## config.mk

```make
export PLATFORM = sky130hd
export DESIGN_NAME = multiplier_seq_n_bit_v
export DESIGN_NICKNAME = d
export VERILOG_FILES = /design/src/rtl/multiplier_seq_n_bit_v_pkg.sv /design/src/rtl/multiplier_seq_n_bit_v_adder.sv /design/src/rtl/multiplier_seq_n_bit_v.sv
export SDC_FILE = /design/constraint.sdc
export NUM_CORES = 1
export LEC_CHECK = 0
export CAP_MARGIN = 10
export CORE_MARGIN = 4
export CORE_UTILIZATION = 40
export DETAILED_ROUTE_END_ITERATION = 10
export PLACE_DENSITY = 0.69
export REMOVE_ABC_BUFFERS = 1
export SLEW_MARGIN = 25
export SYNTH_ARGS = -nofsm -noshare
export SYNTH_HDL_FRONTEND = slang
export SYNTH_HIERARCHICAL = 1
export SYNTH_SLANG_ARGS = --single-unit
```

## constraint.sdc

```tcl
create_clock -name i_clk -period 6.39 [get_ports i_clk]
set_input_delay 1.278 -clock i_clk [delete_from_list [all_inputs] [get_ports i_clk]]
set_output_delay 1.278 -clock i_clk [all_outputs]
set_load 0.005 [all_outputs]
```

## src/rtl/multiplier_seq_n_bit_v_pkg.sv

```systemverilog
// -----------------------------------------------------------------------------
// multiplier_seq_n_bit_v_pkg
// Shared definitions for the sequential shift-add multiplier:
//   - state_t          : controller state encoding
//   - MAX_PROD_W       : widest product the negate helper supports
//   - f_cond_negate    : two's-complement negate when i_neg is set; used both
//                        for operand magnitudes and for the final sign fix
// -----------------------------------------------------------------------------
package multiplier_seq_n_bit_v_pkg;

   typedef enum logic [1:0] {
      ST_IDLE = 2'd0,
      ST_BUSY = 2'd1,
      ST_DONE = 2'd2
   } state_t;

   localparam int MAX_PROD_W = 64;

   // Callers zero-extend into MAX_PROD_W and truncate the result back to their
   // own width; modular negation makes the low bits correct for any width.
   function automatic logic [MAX_PROD_W-1:0] f_cond_negate(
      input logic [MAX_PROD_W-1:0] i_val,
      input logic                  i_neg
   );
      return i_neg ? (-i_val) : i_val;
   endfunction

endpackage

```

## src/rtl/multiplier_seq_n_bit_v_adder.sv

```systemverilog
// -----------------------------------------------------------------------------
// binary_n_bit_adder_v
// W-bit ripple adder with carry in/out; the single adder the multiplier iterates.
// Ports:
//   i_a, i_b  in  W   addends
//   i_cin     in  1   carry in
//   o_sum     out W   sum bits
//   o_cout    out 1   carry out (bit W of the sum)
// -----------------------------------------------------------------------------
module binary_n_bit_adder_v #(
   parameter int W = 4
) (
   input  logic [W-1:0] i_a,
   input  logic [W-1:0] i_b,
   input  logic         i_cin,
   output logic [W-1:0] o_sum,
   output logic         o_cout
);

   assign {o_cout, o_sum} = {1'b0, i_a} + {1'b0, i_b} + {{W{1'b0}}, i_cin};

endmodule

```

## src/rtl/multiplier_seq_n_bit_v.sv

```systemverilog
// -----------------------------------------------------------------------------
// multiplier_seq_n_bit_v
// Sequential shift-add multiplier, W-bit operands, 2W-bit product, unsigned or
// two's-complement per request. One adder, W iterations, start/ack handshake.
//
//   state   | meaning
//   --------+---------------------------------------------------------------
//   ST_IDLE | o_ready=1, waiting for i_start; operands loaded on accept
//   ST_BUSY | one add/shift per edge; r_cnt counts down to terminal 0
//   ST_DONE | o_valid=1, product held until i_ack
//
// Ports:
//   i_clk     in  1  clock, rising edge
//   i_rst     in  1  asynchronous active-high reset
//   i_start   in  1  request, accepted only while o_ready=1
//   i_signed  in  1  0 unsigned, 1 two's-complement (sampled with i_start)
//   i_a, i_b  in  W  multiplicand / multiplier
//   i_ack     in  1  result consumed, honoured only while o_valid=1
//   o_ready   out 1  idle
//   o_valid   out 1  product available
//   o_p_lo    out W  product [W-1:0]
//   o_p_hi    out W  product [2W-1:W]
// -----------------------------------------------------------------------------
module multiplier_seq_n_bit_v
   import multiplier_seq_n_bit_v_pkg::*;
#(
   parameter int W = 4
) (
   input  logic         i_clk,
   input  logic         i_rst,
   input  logic         i_start,
   input  logic         i_signed,
   input  logic [W-1:0] i_a,
   input  logic [W-1:0] i_b,
   input  logic         i_ack,
   output logic         o_ready,
   output logic         o_valid,
   output logic [W-1:0] o_p_lo,
   output logic [W-1:0] o_p_hi
);

   localparam int                 CNT_W    = $clog2(W);
   localparam int                 P_W      = 2 * W;
   localparam logic [CNT_W-1:0]   CNT_LAST = CNT_W'(W - 1);

   state_t           r_state;
   state_t           w_state_nxt;
   logic [CNT_W-1:0] r_cnt;
   logic [W-1:0]     r_mcand;
   logic [W-1:0]     r_mplier;
   logic [P_W-1:0]   r_acc;
   logic             r_neg;
   logic [W-1:0]     r_p_lo;
   logic [W-1:0]     r_p_hi;

   logic             w_accept;
   logic             w_last;
   logic [W-1:0]     w_a_mag;
   logic [W-1:0]     w_b_mag;
   logic [W-1:0]     w_addend;
   logic [W-1:0]     w_sum;
   logic             w_cout;
   logic [P_W-1:0]   w_acc_nxt;
   logic [P_W-1:0]   w_prod;

   // Magnitude of -2^(W-1) is 2^(W-1), which still fits in W unsigned bits.
   assign w_a_mag = W'(f_cond_negate(MAX_PROD_W'(i_a), i_signed & i_a[W-1]));
   assign w_b_mag = W'(f_cond_negate(MAX_PROD_W'(i_b), i_signed & i_b[W-1]));

   assign w_addend = r_mplier[0] ? r_mcand : '0;

   binary_n_bit_adder_v #(.W(W)) u_adder (
      .i_a    (r_acc[P_W-1:W]),
      .i_b    (w_addend),
      .i_cin  (1'b0),
      .o_sum  (w_sum),
      .o_cout (w_cout)
   );

   // Carry re-enters at the top so the W+1-bit partial sum is never lost.
   assign w_acc_nxt = {w_cout, w_sum, r_acc[W-1:1]};

   // Final iteration's result goes straight to the outputs, so the sign fix
   // works on the not-yet-registered accumulator.
   assign w_prod = P_W'(f_cond_negate(MAX_PROD_W'(w_acc_nxt), r_neg));

   always_ff @(posedge i_clk or posedge i_rst) begin
      if (i_rst) begin
         r_state <= ST_IDLE;
      end else begin
         r_state <= w_state_nxt;
      end
   end

   always_comb begin
      w_state_nxt = r_state;
      w_accept    = 1'b0;
      w_last      = 1'b0;
      o_ready     = 1'b0;
      o_valid     = 1'b0;
      unique case (r_state)
         ST_IDLE: begin
            o_ready = 1'b1;
            if (i_start) begin
               w_accept    = 1'b1;
               w_state_nxt = ST_BUSY;
            end
         end
         ST_BUSY: begin
            if (r_cnt == '0) begin
               w_last      = 1'b1;
               w_state_nxt = ST_DONE;
            end
         end
         ST_DONE: begin
            o_valid = 1'b1;
            if (i_ack) begin
               w_state_nxt = ST_IDLE;
            end
         end
         default: begin
            w_state_nxt = ST_IDLE;
         end
      endcase
   end

   always_ff @(posedge i_clk or posedge i_rst) begin
      if (i_rst) begin
         r_cnt    <= '0;
         r_mcand  <= '0;
         r_mplier <= '0;
         r_acc    <= '0;
         r_neg    <= 1'b0;
         r_p_lo   <= '0;
         r_p_hi   <= '0;
      end else begin
         if (w_accept) begin
            r_mcand  <= w_a_mag;
            r_mplier <= w_b_mag;
            r_neg    <= i_signed & (i_a[W-1] ^ i_b[W-1]);
            r_cnt    <= CNT_LAST;
            r_acc    <= '0;
         end else if (r_state == ST_BUSY) begin
            r_acc    <= w_acc_nxt;
            r_mplier <= r_mplier >> 1;
            if (r_cnt != '0) begin
               r_cnt <= r_cnt - CNT_W'(1);
            end
         end
         if (w_last) begin
            r_p_hi <= w_prod[P_W-1:W];
            r_p_lo <= w_prod[W-1:0];
         end
      end
   end

   assign o_p_lo = r_p_lo;
   assign o_p_hi = r_p_hi;

endmodule

```

Word-level counts from Yosys, hierarchy flattened

Cells that the tools add are included.

Add/sub/neg operators: 5
$mul: 0
Divide/modulo/power cells: 0
$lt $le $gt $ge: 0
Eq/ne operators: 5
Shift operators: 0
Mux-type cells: 21
Bitwise gates (word level): 4
Reduce and logical (&&, ||, !) cells: 7

Operators by type and width:

| operator                                         | number |
|---|---|
| two-way mux 8 bit                                | 3 |
| two-way mux 4 bit                                | 5 |
| two-way mux 2 bit                                | 6 |
| negator 4 bit                                    | 2 |
| negator 8 bit                                    | 1 |
| two-way mux 1 bit                                | 6 |
| != test 2 bit, second input constant             | 3 |
| one-hot mux 2 bit (3 select lines)               | 1 |
| nonzero test 2 bit                               | 3 |
| adder 4 x 4 -> 5 bit                             | 1 |
| zero test 2 bit                                  | 2 |
| AND 1 bit                                        | 3 |
| AND reduction 3 bit                              | 1 |
| == test 2 x 1 -> 1 bit, second input constant    | 1 |
| == test 2 bit, second input constant             | 1 |
| AND reduction 2 bit                              | 1 |
| subtractor 2 x 1 -> 2 bit, second input constant | 1 |
| bitwise XOR 1 bit                                | 1 |

Register bits: 29
Latch bits: 0
Memory bits (writable): 0
Bits in read-only memories: 0
Input bits: 13
Output and inout bits: 10
Memories kept: 0

Longest topological paths before layout

Gate-level depths: netlist of the first run.

Word-level depth: 4
Depth in mapped cells: 9
Gate-level depth less buffers: 9

By module

The synthesis of the first run kept the hierarchy.

By module, submodules not included:

| module                 | times used | cells each | area an instance (um^2) | seq. area each (um^2) |
|---|---|---|---|---|
| multiplier_seq_n_bit_v | 1          | 143        | 1476.4                  | 700.7 |
| binary_n_bit_adder_v   | 1          | 16         | 143.9                   | 0.0 |

Least setup slack after synthesis of the first run

Ideal clock, no wire load.

Path type: register to register
Start: register r_mplier[0]
End: register r_p_hi[2] (netlist: o_p_hi[2])
Setup time: 0.070 ns
Data arrival time: 2.054 ns
Data required time: 6.320 ns
Slack: 4.266 ns
Cell stages (with the launch flop): 9
Buffers on the path: 0
Clock period less this slack: 2.124 ns
Path through: dfrtp_1 -> and2_1 -> fa_1 -> inv_1 -> fa_1 -> inv_1 -> nor2_1 -> a2111o_1 -> nand3_1

Word-level cells in the longest chain between the ends: 4

RTL lines:

| what                   | line                               | RTL |
|---|---|---|
| start, declared        | multiplier_seq_n_bit_v.sv:50       | `logic [W-1:0] r_mplier;` |
| start signal, assigned | multiplier_seq_n_bit_v.sv:139      | `r_mplier <= w_b_mag;` |
| start signal, assigned | multiplier_seq_n_bit_v.sv:145      | `r_mplier <= r_mplier >> 1;` |
| two-way mux 4 bit      | multiplier_seq_n_bit_v.sv:70       | `assign w_addend = r_mplier[0] ? r_mcand : '0;` |
| via w_addend[0]        | multiplier_seq_n_bit_v.sv:60       | `logic [W-1:0] w_addend;` |
| adder 4 x 4 -> 5 bit   | multiplier_seq_n_bit_v_adder.sv:20 | `assign {o_cout, o_sum} = {1'b0, i_a} + {1'b0, i_b} + {{W{1'b0}}, i_cin};` |
| via w_sum[1]           | multiplier_seq_n_bit_v.sv:61       | `logic [W-1:0] w_sum;` |
| negator 8 bit          | multiplier_seq_n_bit_v_pkg.sv:25   | `return i_neg ? (-i_val) : i_val;` |
| two-way mux 8 bit      | multiplier_seq_n_bit_v_pkg.sv:25   |  |
| end signal, assigned   | multiplier_seq_n_bit_v.sv:151      | `r_p_hi <= w_prod[P_W-1:W];` |
| end, declared          | multiplier_seq_n_bit_v.sv:54       | `logic [W-1:0] r_p_hi;` |

The timed path passes the listed nets, and every way through them passes these cells.
A chain may end at the register's enable or synchronous reset.

Worst setup path after layout of the first run

Start: register r_state[0]
End: output o_valid

Word-level cells in the longest chain between the ends: 2

RTL lines:

| what                   | line                          | RTL |
|---|---|---|
| start, declared        | multiplier_seq_n_bit_v.sv:46  | `state_t r_state;` |
| start signal, assigned | multiplier_seq_n_bit_v.sv:91  | `r_state <= w_state_nxt;` |
| == test 2 bit          | multiplier_seq_n_bit_v.sv:101 | `unique case (r_state)` |
| two-way mux 1 bit      | multiplier_seq_n_bit_v.sv:101 |  |
| end, declared          | multiplier_seq_n_bit_v.sv:37  | `output logic o_valid,` |

Every way passes these cells.

==> results of run 1 <==
stage by stage:
stage | hold slack [ns] | area (um2) | instances | worst slack [ns] | util [%]
2_1_floorplan | 0.4497 | 1588 | 154 | 4.150 | -
4_1_cts | 0.4962 | 1909 | 227 | 3.477 | 50.26
6_report | 0.4885 | 1909 | 227 | 3.494 | 50.26
3_3_place_gp | 0.4658 | 1868 | 224 | 3.454 | 49.18
3_5_place_dp | 0.4746 | 1868 | 224 | 3.401 | 49.18
5_1_grt | 0.5352 | 1909 | 227 | 3.402 | 50.26
cell families (layout without fill, tap and decap cells):
kind of cell,Yosys count,count (layout),share of synthesized area (%)
fa+ha+maj,9,9,7.876
xor+xnor,7,7,3.784
mux,9,9,5.714
buf+inv,22,42,5.946
flops,28,28,43.24
simple gates,42,42,14.52
other cells,1,1,0.2314
compound gates,41,41,18.69
how the worst max path moves through the flow:
| stage | from | end | slack, ns | cells past startpoint |
|---|---|---|---|---|
| floorplan | i_start | r_mcand[0]$_DFFE_PP0P_ | 4.15 | 2 |
| global placement | i_start | r_mcand[0]$_DFFE_PP0P_ | 3.45 | 3 |
| detailed placement | i_start | r_mcand[0]$_DFFE_PP0P_ | 3.40 | 3 |
| CTS | r_state[0]$_DFFE_PP0P_ | o_valid | 3.48 | 3 |
| global route | r_state[0]$_DFFE_PP0P_ | o_valid | 3.40 | 3 |
| finish | r_state[0]$_DFFE_PP0P_ | o_valid | 3.49 | 3 |
Yosys cell counts:
cell type / number
dfrtp_1: 28
inv_1: 16
nand2_1: 11
o21ai_1: 8
a22o_1: 7
ha_1: 7
mux2i_1: 7
nor2_1: 6
nand3_1: 5
o21ai_0: 5
a22oi_1: 4
and2_1: 4
xor2_1: 4
a21oi_1: 3
buf_4: 3
nor2b_1: 3
xnor2_1: 3
a211o_1: 2
a21o_1: 2
and3b_1: 2
buf_2: 2
fa_1: 2
nand2b_1: 2
nand3b_1: 2
nand4_1: 2
nor3b_1: 2
o31ai_1: 2
a2111o_1: 1
a21oi_2: 1
a2bb2oi_1: 1
a31oi_1: 1
conb_1: 1
inv_2: 1
mux2_1: 1
mux2_2: 1
nand3b_2: 1
nor3b_2: 1
o2111ai_1: 1
o21bai_4: 1
o31ai_2: 1
o41ai_1: 1
or3_1: 1
metal layers:
layer | track usage (%) | up-vias
li1 | - | 600
met1 | 16.46 | 575
met3 | 2.104 | 4
met5 | 0 | -
met2 | 21.02 | 36
met4 | 3.758 | 0
placed cells by master, fill, tap and decap left out, drive strengths merged:
| cell type | n |
|---|---|
| nor3b | 3 |
| a31oi | 1 |
| nor2 | 6 |
| nand2 | 11 |
| dfrtp | 28 |
| nand3 | 5 |
| o2111ai | 1 |
| nand3b | 3 |
| o41ai | 1 |
| mux2i | 7 |
| mux2 | 2 |
| a21oi | 4 |
| a2bb2oi | 1 |
| a22o | 7 |
| a22oi | 4 |
| a21o | 2 |
| and2 | 4 |
| a211o | 2 |
| fa | 2 |
| o21ai | 13 |
| nor2b | 3 |
| nand4 | 2 |
| a2111o | 1 |
| or3 | 1 |
| conb | 1 |
| nand2b | 2 |
| xnor2 | 3 |
| clkdlybuf4s50 | 22 |
| clkbuf | 3 |
| o31ai | 3 |
| inv | 17 |
| xor2 | 4 |
| ha | 7 |
| o21bai | 1 |
| and3b | 2 |
worst max-delay path: stages, from the launching register on:
cell	delay, ns
dfrtp_1	0.55
nand2b_1	0.24
inv_1	0.07
clkdlybuf4s50_1	0.49
state kept, by name, summed over array words and instances, names as in the netlist:
register,flops
r_acc,7
o_p_hi,4
o_p_lo,4
r_mcand,4
r_mplier,4
r_cnt,2
r_state,2
r_neg,1
layout make-up:
class | count | area (um2) | share of cell area, %
inverter | 17 | 63.81 | 3.342
tap | 48 | 60.06 | 3.145
timing repair buffer | 22 | 220.2 | 11.53
clock buffer | 3 | 41.29 | 2.163
multi-input combinational | 109 | 823.3 | 43.12
sequential | 28 | 700.7 | 36.70
power groups by stage:
stage               Combinational [W]   Clock, W  Sequential, W
global route                 0.000458   0.000104       0.000334
finish                       0.000403  0.0000947       0.000321
floorplan                    0.000286          0       0.000309
detailed placement           0.000407          0       0.000325
CTS                          0.000408  0.0000967       0.000322
global placement             0.000392          0       0.000320
==> out/qor_table.md, run 1 <==
| Parameter | Value |
| --- | --- |
| Setup TNS | 0 ns |
| Seq cells post-synth | 28 |
| Hold path cells | 2 |
| Number of clock buffers inserted by TritonCTS | 3 |
| Gate power share | 49.3% |
| Critical path launch point type | register |
| Worst IR Drop VDD | 129.4 uV |
| Initial DRT Pass Iterations | 4 |
| Resize count post-CTS | 0 |
| Number of DRC violations after detailed routing | 0 |
| Hold crit path type | register to register |
| Reg2reg start | r_mplier[0]$_DFFE_PP0P_ |
| Power share of the sequential group | 39.2% |
| Synth-to-Final Area Change | 17.84% |
| Final max-slew violation count | 0 |
| Start point of the worst hold path | o_p_lo[3]$_DFFE_PP0P_ |
| Outcome | finished clean |
| DPL Wire Length | 2264 um |
| Mean cell area of the mapped netlist | 10.19 um2 |
| Max Buffers Root-to-Sink | 2 |
| Highest net fanout along the worst path | 12 |
| Depth of the worst register-to-register path | 8 |
| Synth area leader | dfrtp_1 |
| Root Buffer Master | clkbuf_8 |
| Vias in the first global route | 1185 |
| Number of warnings reported in the yosys synthesis log | 6 |
| First-pass GRT wire length | 5278 um |
| Worst Max-Slew Pin Slew | 0.7736 ns |
| Post-route clock period utilization | 45.32% |
| Count of input and output buffers | 22 |
| Number of buffers inserted by hold repair at cts | 0 |
| Die H | 71.65 um |
| I/O pin count | 23 |
| Overall global routing resource usage | 12.51% |
| Internal cell power | 0.0004966 W |
| Clk network pwr share | 11.6% |
| Highest metal layer used by the detailed router | met4 |
| Area of the die | 0.005133 mm2 |
| Signal arrival time at the worst endpoint | 1.62 ns |
| Aggregate routed wire length | 2923 um |
| Post-route total power | 0.0008187 W |
| Count of standard-cell rows | 22 |
| Filler Cell Count | 350 |
| Cell leakage power | 0.8773 nW |
| Via-per-instance ratio | 5.352 |
| Number of nets at the end of the flow | 203 |
| Number of setup buffers added after CTS | 0 |
| Antenna violations before repair | 0 |
| Weighted congestion reported at the end of routability-driven placement | 0.7776 |
| Pin count of the biggest net entering global routing | 29 |
| Mapped Area | 0.001620 mm2 |
| Portion of synthesized cell area occupied by the leading cell type | 43.24% |
| Average routed wire per standard cell | 12.88 um |
| Count of antenna-violating nets left after detailed routing | 0 |
| Post-synthesis cell count | 159 |
| Main area contributors after synthesis | dfrtp_1 (43%), ha_1 (5.4%), mux2i_1 (4.3%) |
| Later-pin clock latency in the skew report | 0.27 ns |
| Setup CP Type | register to primary output |
| Remaining Overflow, GRT | 0 |
| Critical register-to-register path endpoint | o_p_hi[2]$_DFFE_PP0P_ |
| PwrDens | 428.8 mW/mm2 |
| Reg2Reg Setup Slack | 4.00 ns |
| Sequential element share of the synthesized area | 43.24% |
| Nature of the critical path endpoint | primary output |
| Switching power | 0.0003222 W |
| Endpoint required time on the critical path | 5.11 ns |
| Detailed-route via count | 1215 |
| Clock-pin slew on the worst setup and hold paths | 0.09 ns |
| Max-capacitance violation count | 0 |
| TritonCTS clock tree | done |
| Level count of the clock H-tree | 1 |
| DR WL met2 | 1392 um |
| Final Skew | 0.002010 ns |
| RSZ-0062 raised after global routing | false |
| Number of DRC markers in iteration 0 | 58 |
| DRT met1 WL | 1367 um |
| Highest clock rate | 0.3453 GHz |
| Final-report setup violation count | 0 |
| Horiz. Die Dim | 71.65 um |
| Fin crit period | 2.896 ns |
| Number of distinct library cell variants in the gate-level netlist after synthesis | 42 |
| Met3 wirelength from detailed routing | 137 um |
| Fin. Hold Viols | 0 |
| Core Area | 0.003799 mm2 |
| Clock sink count | 28 |
| Antenna cells | 0 |
| Initial Utilization | 42.65% |
| Endpoint, Worst Hold | o_p_lo[3]$_DFFE_PP0P_ |
| Share of post-route cells with drive strength above 1 | 6.145% |
| Net Sw Frac | 39.35% |
| Max-Slew Margin vs Limit | 48.32% |
No activity file was read; power rests on OpenSTA's default activity.
==> run 2: changes to the inputs <==
- PLACE_DENSITY: 0.69 -> 0.71
- clock period: 6.39 -> 2.55 ns (I/O delays scaled with it)
==> out/qor_table.md, run 2 (same netlist as run 1, synthesis figures left out) <==
| Parameter | Value | Delta |
| --- | --- | --- |
| Max Buffers Root-to-Sink | 2 | unchanged |
| Setup TNS | 0 ns | unchanged |
| Resize count post-CTS | 0 | unchanged |
| DR WL met2 | 1453 um | +4.4% |
| Root Buffer Master | clkbuf_8 |  |
| Weighted congestion reported at the end of routability-driven placement | 0.8228 | +5.8% |
| Number of setup buffers added after CTS | 0 | unchanged |
| Gate power share | 49.5% | +0.2 points |
| Final max-slew violation count | 0 | unchanged |
| Later-pin clock latency in the skew report | 0.27 ns | about the same |
| Overall global routing resource usage | 12.89% | +0.38 points |
| Minimum setup slack in the final design | 0.1131 ns | -3.381 ns |
| Antenna cells | 0 | unchanged |
| Met3 wirelength from detailed routing | 146 um | +6.6% |
| Level count of the clock H-tree | 1 | unchanged |
| Area of the die | 0.005133 mm2 | unchanged |
| DPL Wire Length | 2343 um | +3.5% |
| I/O pin count | 23 | unchanged |
| Remaining Overflow, GRT | 0 | unchanged |
| Max-Slew Margin vs Limit | 63.27% | +15 points |
| Fin. Hold Viols | 0 | unchanged |
| Count of antenna-violating nets left after detailed routing | 0 | unchanged |
| Final-report setup violation count | 0 | unchanged |
| Depth of the worst register-to-register path | 8 | unchanged |
| Number of nets at the end of the flow | 206 | +1.5% |
| Switching power | 0.0008237 W | +160% |
| Area used by sequential logic in the layout | 700.7 um2 | unchanged |
| DRT met1 WL | 1375 um | +0.59% |
| Via-per-instance ratio | 5.199 | -2.9% |
| Nature of the critical path endpoint | register |  |
| Clk network pwr share | 12.7% | +1.1 points |
| Post-route clock period utilization | 95.57% |  |
| Commonest non-fill, non-tap cell in the layout | dfrtp_1 |  |
| Endpoint required time on the critical path | 2.76 ns | -2.35 ns |
| Final Skew | 0.003446 ns | +0.001436 ns |
| Die H | 71.65 um | unchanged |
| Hold path cells | 2 | unchanged |
| Hold crit path type | register to register |  |
| Initial DRT Pass Iterations | 4 | unchanged |
| Post-route core utilization | 51.42% | +1.2 points |
| Detailed-route via count | 1201 | -1.2% |
| Core Area | 0.003799 mm2 | unchanged |
| Highest net fanout along the worst path | 6 | -6 |
| Vias in the first global route | 1194 | +0.76% |
| Clock sink count | 28 | unchanged |
| Net Sw Frac | 38.81% | -0.54 points |
| Aggregate routed wire length | 2991 um | +2.3% |
| Signal arrival time at the worst endpoint | 2.65 ns | +1.03 ns |
| Worst Max-Slew Pin Slew | 0.5470 ns | -0.2266 ns |
| Cell leakage power | 0.9033 nW | +3.0% |
| Antenna violations before repair | 0 | unchanged |
| Number of buffers inserted by hold repair at cts | 0 | unchanged |
| Share of post-route cells with drive strength above 1 | 8.197% | +2.1 points |
| Setup CP Type | register to register |  |
| Number of DRC violations after detailed routing | 0 | unchanged |
| Number of DRC markers in iteration 0 | 62 | +6.9% |
| Final non-filler cell total | 231 | +1.8% |
| RSZ-0062 raised after global routing | false |  |
| Power share of the sequential group | 37.8% | -1.4 points |
| Top register by number of flip-flops | r_acc |  |
| Average routed wire per standard cell | 12.95 um | +0.55% |
| Most used cells in the layout excluding fill and tap cells | dfrtp_1 (28), clkdlybuf4s50_1 (22), inv_1 (16) |  |
| Pin count of the biggest net entering global routing | 29 | unchanged |
| Number of flip-flops in the largest register | 7 | unchanged |
| Number of clock buffers inserted by TritonCTS | 3 | unchanged |
| Outcome | finished clean |  |
| Max-capacitance violation count | 0 | unchanged |
| PwrDens | 1087 mW/mm2 | +150% |
| Count of standard-cell rows | 22 | unchanged |
| Critical path launch point type | register |  |
| Post-placement worst setup slack | 0.1792 ns | -3.222 ns |
| Clock-pin slew on the worst setup and hold paths | 0.09 ns | about the same |
| First-pass GRT wire length | 5340 um | +1.2% |
| Worst IR Drop VDD | 381.6 uV | +190% |
| Placed cell count | 227 | +1.3% |
| Filler Cell Count | 354 | +1.1% |
| Post-route total power | 0.002123 W | +160% |
| Synth-to-Final Area Change | 20.54% |  |
| Highest clock rate | 0.4104 GHz |  |
| Horiz. Die Dim | 71.65 um | unchanged |
| Internal cell power | 0.001299 W | +160% |
| Initial Utilization | 42.65% | unchanged |
| Highest metal layer used by the detailed router | met4 |  |
| Area used by multi-input combinational logic | 830.8 um2 | +0.91% |
| TritonCTS clock tree | done |  |
| Fin crit period | 2.437 ns |  |
| Count of input and output buffers | 22 | unchanged |
## run 2: area by class of cell
| type | instances | area share (%) |
|---|---|---|
| well taps | 48 | 3.075 |
| inverters | 17 | 3.267 |
| clock buffers | 4 | 2.819 |
| flip-flops and latches | 28 | 35.87 |
| repair buffers | 25 | 12.43 |
| multi-input cells | 109 | 42.54 |
## run 2: metal layers
metal	vias to the layer above	GRT usage [%]
li1	604	-
met1	567	15.76
met2	28	22.35
met3	2	2.525
met4	0	4.802
met5	-	0
## run 2: path summary, 6_finish.rpt
path | start | to | slack (ns)
min in group asynchronous | i_rst | r_mcand[3]$_DFFE_PP0P_ | 0.61
max in group asynchronous | i_rst | o_p_lo[3]$_DFFE_PP0P_ | 1.68
worst max-delay path | r_mplier[0]$_DFFE_PP0P_ | o_p_hi[2]$_DFFE_PP0P_ | 0.11
worst min register to register | o_p_lo[0]$_DFFE_PP0P_ | o_p_lo[0]$_DFFE_PP0P_ | 0.49
worst max register to register | r_mplier[0]$_DFFE_PP0P_ | o_p_hi[2]$_DFFE_PP0P_ | 0.11
worst min-delay path | o_p_lo[0]$_DFFE_PP0P_ | o_p_lo[0]$_DFFE_PP0P_ | 0.49
## run 2: power by group through the flow
stage | Clock (W) | Combinational [W] | Sequential, W
finish | 0.000269 | 0.00105 | 0.000803
global route | 0.000297 | 0.00117 | 0.000836
CTS | 0.000278 | 0.00105 | 0.000807
detailed placement | 0 | 0.00104 | 0.000816
global placement | 0 | 0.00100 | 0.000804
floorplan | 0 | 0.000716 | 0.000775
## run 2: worst max-delay path: stages, from the launching register on
cell	delay, ns
dfrtp_1	0.42
and2_1	0.18
fa_1	0.21
inv_1	0.07
fa_1	0.40
xnor2_1	0.47
nor2_1	0.11
a2111o_1	0.43
nand3_1	0.08
## run 2: through the flow
step	area (um2)	hold WS, ns
2_1_floorplan	1588	0.4497
3_3_place_gp	1891	0.4639
3_5_place_dp	1891	0.4696
4_1_cts	1946	0.4918
5_1_grt	1953	0.5048
6_report	1953	0.4886
==> run 3: changes to the inputs <==
- PLACE_DENSITY: 0.71 -> default
==> out/qor_table.md, run 3 (same netlist as run 1, synthesis figures left out) <==
| Parameter | Value | Delta |
| --- | --- | --- |
| Fin crit period | 2.359 ns | -0.07745 ns |
| Critical-path cell with the highest stage delay | o41ai_1 |  |
| Top register by number of flip-flops | r_acc |  |
| Cell leakage power | 0.9072 nW | +0.44% |
| Cell family with most CP delay | compound AO/OA/AOI/OAI gates |  |
| Gate power share | 47.1% | -2.4 points |
| Reg2reg start | r_mplier[0]$_DFFE_PP0P_ |  |
| Highest clock rate | 0.4238 GHz | +3.3% |
| Commonest non-fill, non-tap cell in the layout | dfrtp_1 |  |
| Nature of the critical path endpoint | register |  |
| Clock sink count | 28 | unchanged |
| Root Buffer Master | clkbuf_8 |  |
| Slowest cell delay on critical path | 0.51 ns | +0.04 ns |
| Post-route clock period utilization | 92.53% | -3.0 points |
| Number of buffers inserted by hold repair at cts | 0 | unchanged |
| RSZ-0062 raised after global routing | false |  |
| Power share of the sequential group | 36.6% | -1.2 points |
| Critical path launch point type | register |  |
| Remaining Overflow, GRT | 0 | unchanged |
| Count of standard-cell rows | 22 | unchanged |
| Count of antenna-violating nets left after detailed routing | 0 | unchanged |
| Number of DRC markers in iteration 0 | 82 | +32% |
| Clock-pin slew on the worst setup and hold paths | 0.10 ns | about the same |
| Endpoint, Worst Hold | r_mcand[0]$_DFFE_PP0P_ |  |
| Max-Slew Margin vs Limit | 66.68% | +3.4 points |
| Worst IR Drop VDD | 425.1 uV | +11% |
| Level count of the clock H-tree | 1 | unchanged |
| Setup CP Type | register to register |  |
| Share of post-route cells with drive strength above 1 | 7.650% | -0.55 points |
| TritonCTS clock tree | done |  |
| Count of input and output buffers | 22 | unchanged |
| Area used by sequential logic in the layout | 700.7 um2 | unchanged |
| Depth of the worst register-to-register path | 8 | unchanged |
| Chain of cells forming the critical path | and2_1 > fa_1 > inv_1 > fa_1 > xnor2_1 > o41ai_1 > a211o_1 > nand3_1 |  |
| Fin. Hold Viols | 0 | unchanged |
| Signal arrival time at the worst endpoint | 2.53 ns | -0.12 ns |
| Initial DRT Pass Iterations | 4 | unchanged |
| Weighted congestion reported at the end of routability-driven placement | 0.7651 | -7.0% |
| Max Buffers Root-to-Sink | 2 | unchanged |
| Internal cell power | 0.001366 W | +5.1% |
| Final Skew | 0.007493 ns | +0.004047 ns |
| Buffers and inverters on the worst path | 1 | unchanged |
| Clk network pwr share | 16.3% | +3.6 points |
| Later-pin clock latency in the skew report | 0.28 ns | about the same |
| Highest net fanout along the worst path | 6 | unchanged |
| Setup TNS | 0 ns | unchanged |
| I/O pin count | 23 | unchanged |
| Die H | 71.65 um | unchanged |
| Final-report setup violation count | 0 | unchanged |
| Switching power | 0.0008223 W | -0.17% |
| Critical register-to-register path endpoint | o_p_hi[3]$_DFFE_PP0P_ |  |
| Resize count post-CTS | 0 | unchanged |
| Endpoint required time on the critical path | 2.72 ns | -0.04 ns |
| Most used cells in the layout excluding fill and tap cells | dfrtp_1 (28), clkdlybuf4s50_1 (22), inv_1 (16) |  |
| Number of clock buffers inserted by TritonCTS | 3 | unchanged |
| Antenna violations before repair | 0 | unchanged |
| Hold path cells | 1 | -1 |
| Final max-slew violation count | 0 | unchanged |
| Number of DRC violations after detailed routing | 0 | unchanged |
| DPL Wire Length | 2412 um | +3.0% |
| Pin count of the biggest net entering global routing | 29 | unchanged |
| Worst Max-Slew Pin Slew | 0.4962 ns | -0.05072 ns |
| Vias in the first global route | 1251 | +4.8% |
| Net Sw Frac | 37.58% | -1.2 points |
| Via-per-instance ratio | 5.307 | +2.1% |
| Hold crit path type | register to register |  |
| Average routed wire per standard cell | 13.35 um | +3.1% |
| Number of nets at the end of the flow | 206 | unchanged |
| Area used by multi-input combinational logic | 823.3 um2 | -0.90% |
| Max-capacitance violation count | 0 | unchanged |
| Reg2Reg Setup Slack | 0.19 ns | +0.08 ns |
| Antenna cells | 0 | unchanged |
| Core Area | 0.003799 mm2 | unchanged |
| Aggregate routed wire length | 3084 um | +3.1% |
| Hold Worst Slack | 0.4881 ns | -0.0004720 ns |
| Detailed-route via count | 1226 | +2.1% |
| Number of setup buffers added after CTS | 0 | unchanged |
| Synth-to-Final Area Change | 21.08% |  |
| Area of the die | 0.005133 mm2 | unchanged |
| Overall global routing resource usage | 13.55% | +0.66 points |
| PwrDens | 1115 mW/mm2 | +2.6% |
| Most frequent cell on the critical path | fa_1 |  |
| Initial Utilization | 42.65% | unchanged |
| Horiz. Die Dim | 71.65 um | unchanged |
| Outcome | finished clean |  |
| First-pass GRT wire length | 5644 um | +5.7% |
| Number of flip-flops in the largest register | 7 | unchanged |
| Filler Cell Count | 347 | -2.0% |
| Start point of the worst hold path | r_mcand[0]$_DFFE_PP0P_ |  |
[run 3: cell count changes in the layout (fill, tap and decap cells not counted), sizes merged]
cell	change
bufinv	+1
clkbuf	-1
[run 3: per-stage QoR]
stage	worst slack (ns)	instances	total power, W	cell area (um2)	util (%)
floorplan	0.4265	154	0.001491	1588	-
global placement	0.3098	227	0.001811	1891	49.77
detailed placement	0.2251	227	0.001862	1891	49.77
CTS	0.1930	231	0.002218	1962	51.65
global route	0.01626	231	0.002388	1962	51.65
finish	0.1905	231	0.002188	1962	51.65
[run 3: worst max-delay path by stage]
| stage | start | endpoint | slack (ns) | cells after the start |
|---|---|---|---|---|
| floorplan | r_mplier[0]$_DFFE_PP0P_ | o_p_hi[2]$_DFFE_PP0P_ | 0.43 | 8 |
| global placement | r_mplier[0]$_DFFE_PP0P_ | o_p_hi[3]$_DFFE_PP0P_ | 0.31 | 8 |
| detailed placement | r_mplier[0]$_DFFE_PP0P_ | o_p_hi[2]$_DFFE_PP0P_ | 0.23 | 8 |
| CTS | r_mplier[0]$_DFFE_PP0P_ | o_p_hi[2]$_DFFE_PP0P_ | 0.19 | 8 |
| global route | r_mplier[0]$_DFFE_PP0P_ | o_p_hi[3]$_DFFE_PP0P_ | 0.02 | 8 |
| finish | r_mplier[0]$_DFFE_PP0P_ | o_p_hi[3]$_DFFE_PP0P_ | 0.19 | 8 |
[run 3: layout make-up]
type	count	area share (%)
multi-input combinational	109	41.96
sequential	28	35.71
timing repair buffer	25	12.37
inverter	17	3.253
tap	48	3.061
clock buffer	3	2.105
clock inverter	1	1.531
[run 3: power groups by stage]
stage	Clock, W	Sequential [W]	Combinational [W]
after floorplan	0	0.000775	0.000716
after global placement	0	0.000806	0.00100
after detailed placement	0	0.000815	0.00105
after CTS	0.000363	0.000806	0.00105
after global routing	0.000383	0.000837	0.00117
final	0.000358	0.000801	0.00103
[run 3: worst register-to-register path, cell delays in order (launching register included)]
cell and delay [ns]:
dfrtp_1 0.42, and2_1 0.17, fa_1 0.20, inv_1 0.06, fa_1 0.40, xnor2_1 0.24, o41ai_1 0.51, a211o_1 0.19
nand3_1 0.06
[run 3: layer usage]
metal | vias to the layer above | share of wire (%) | global-route usage, %
met5 | - | 0 | 0
met4 | 0 | 2.0 | 5.637
met3 | 7 | 4.8 | 2.665
met2 | 33 | 48 | 23.67
met1 | 579 | 45 | 16.14
li1 | 607 | - | -
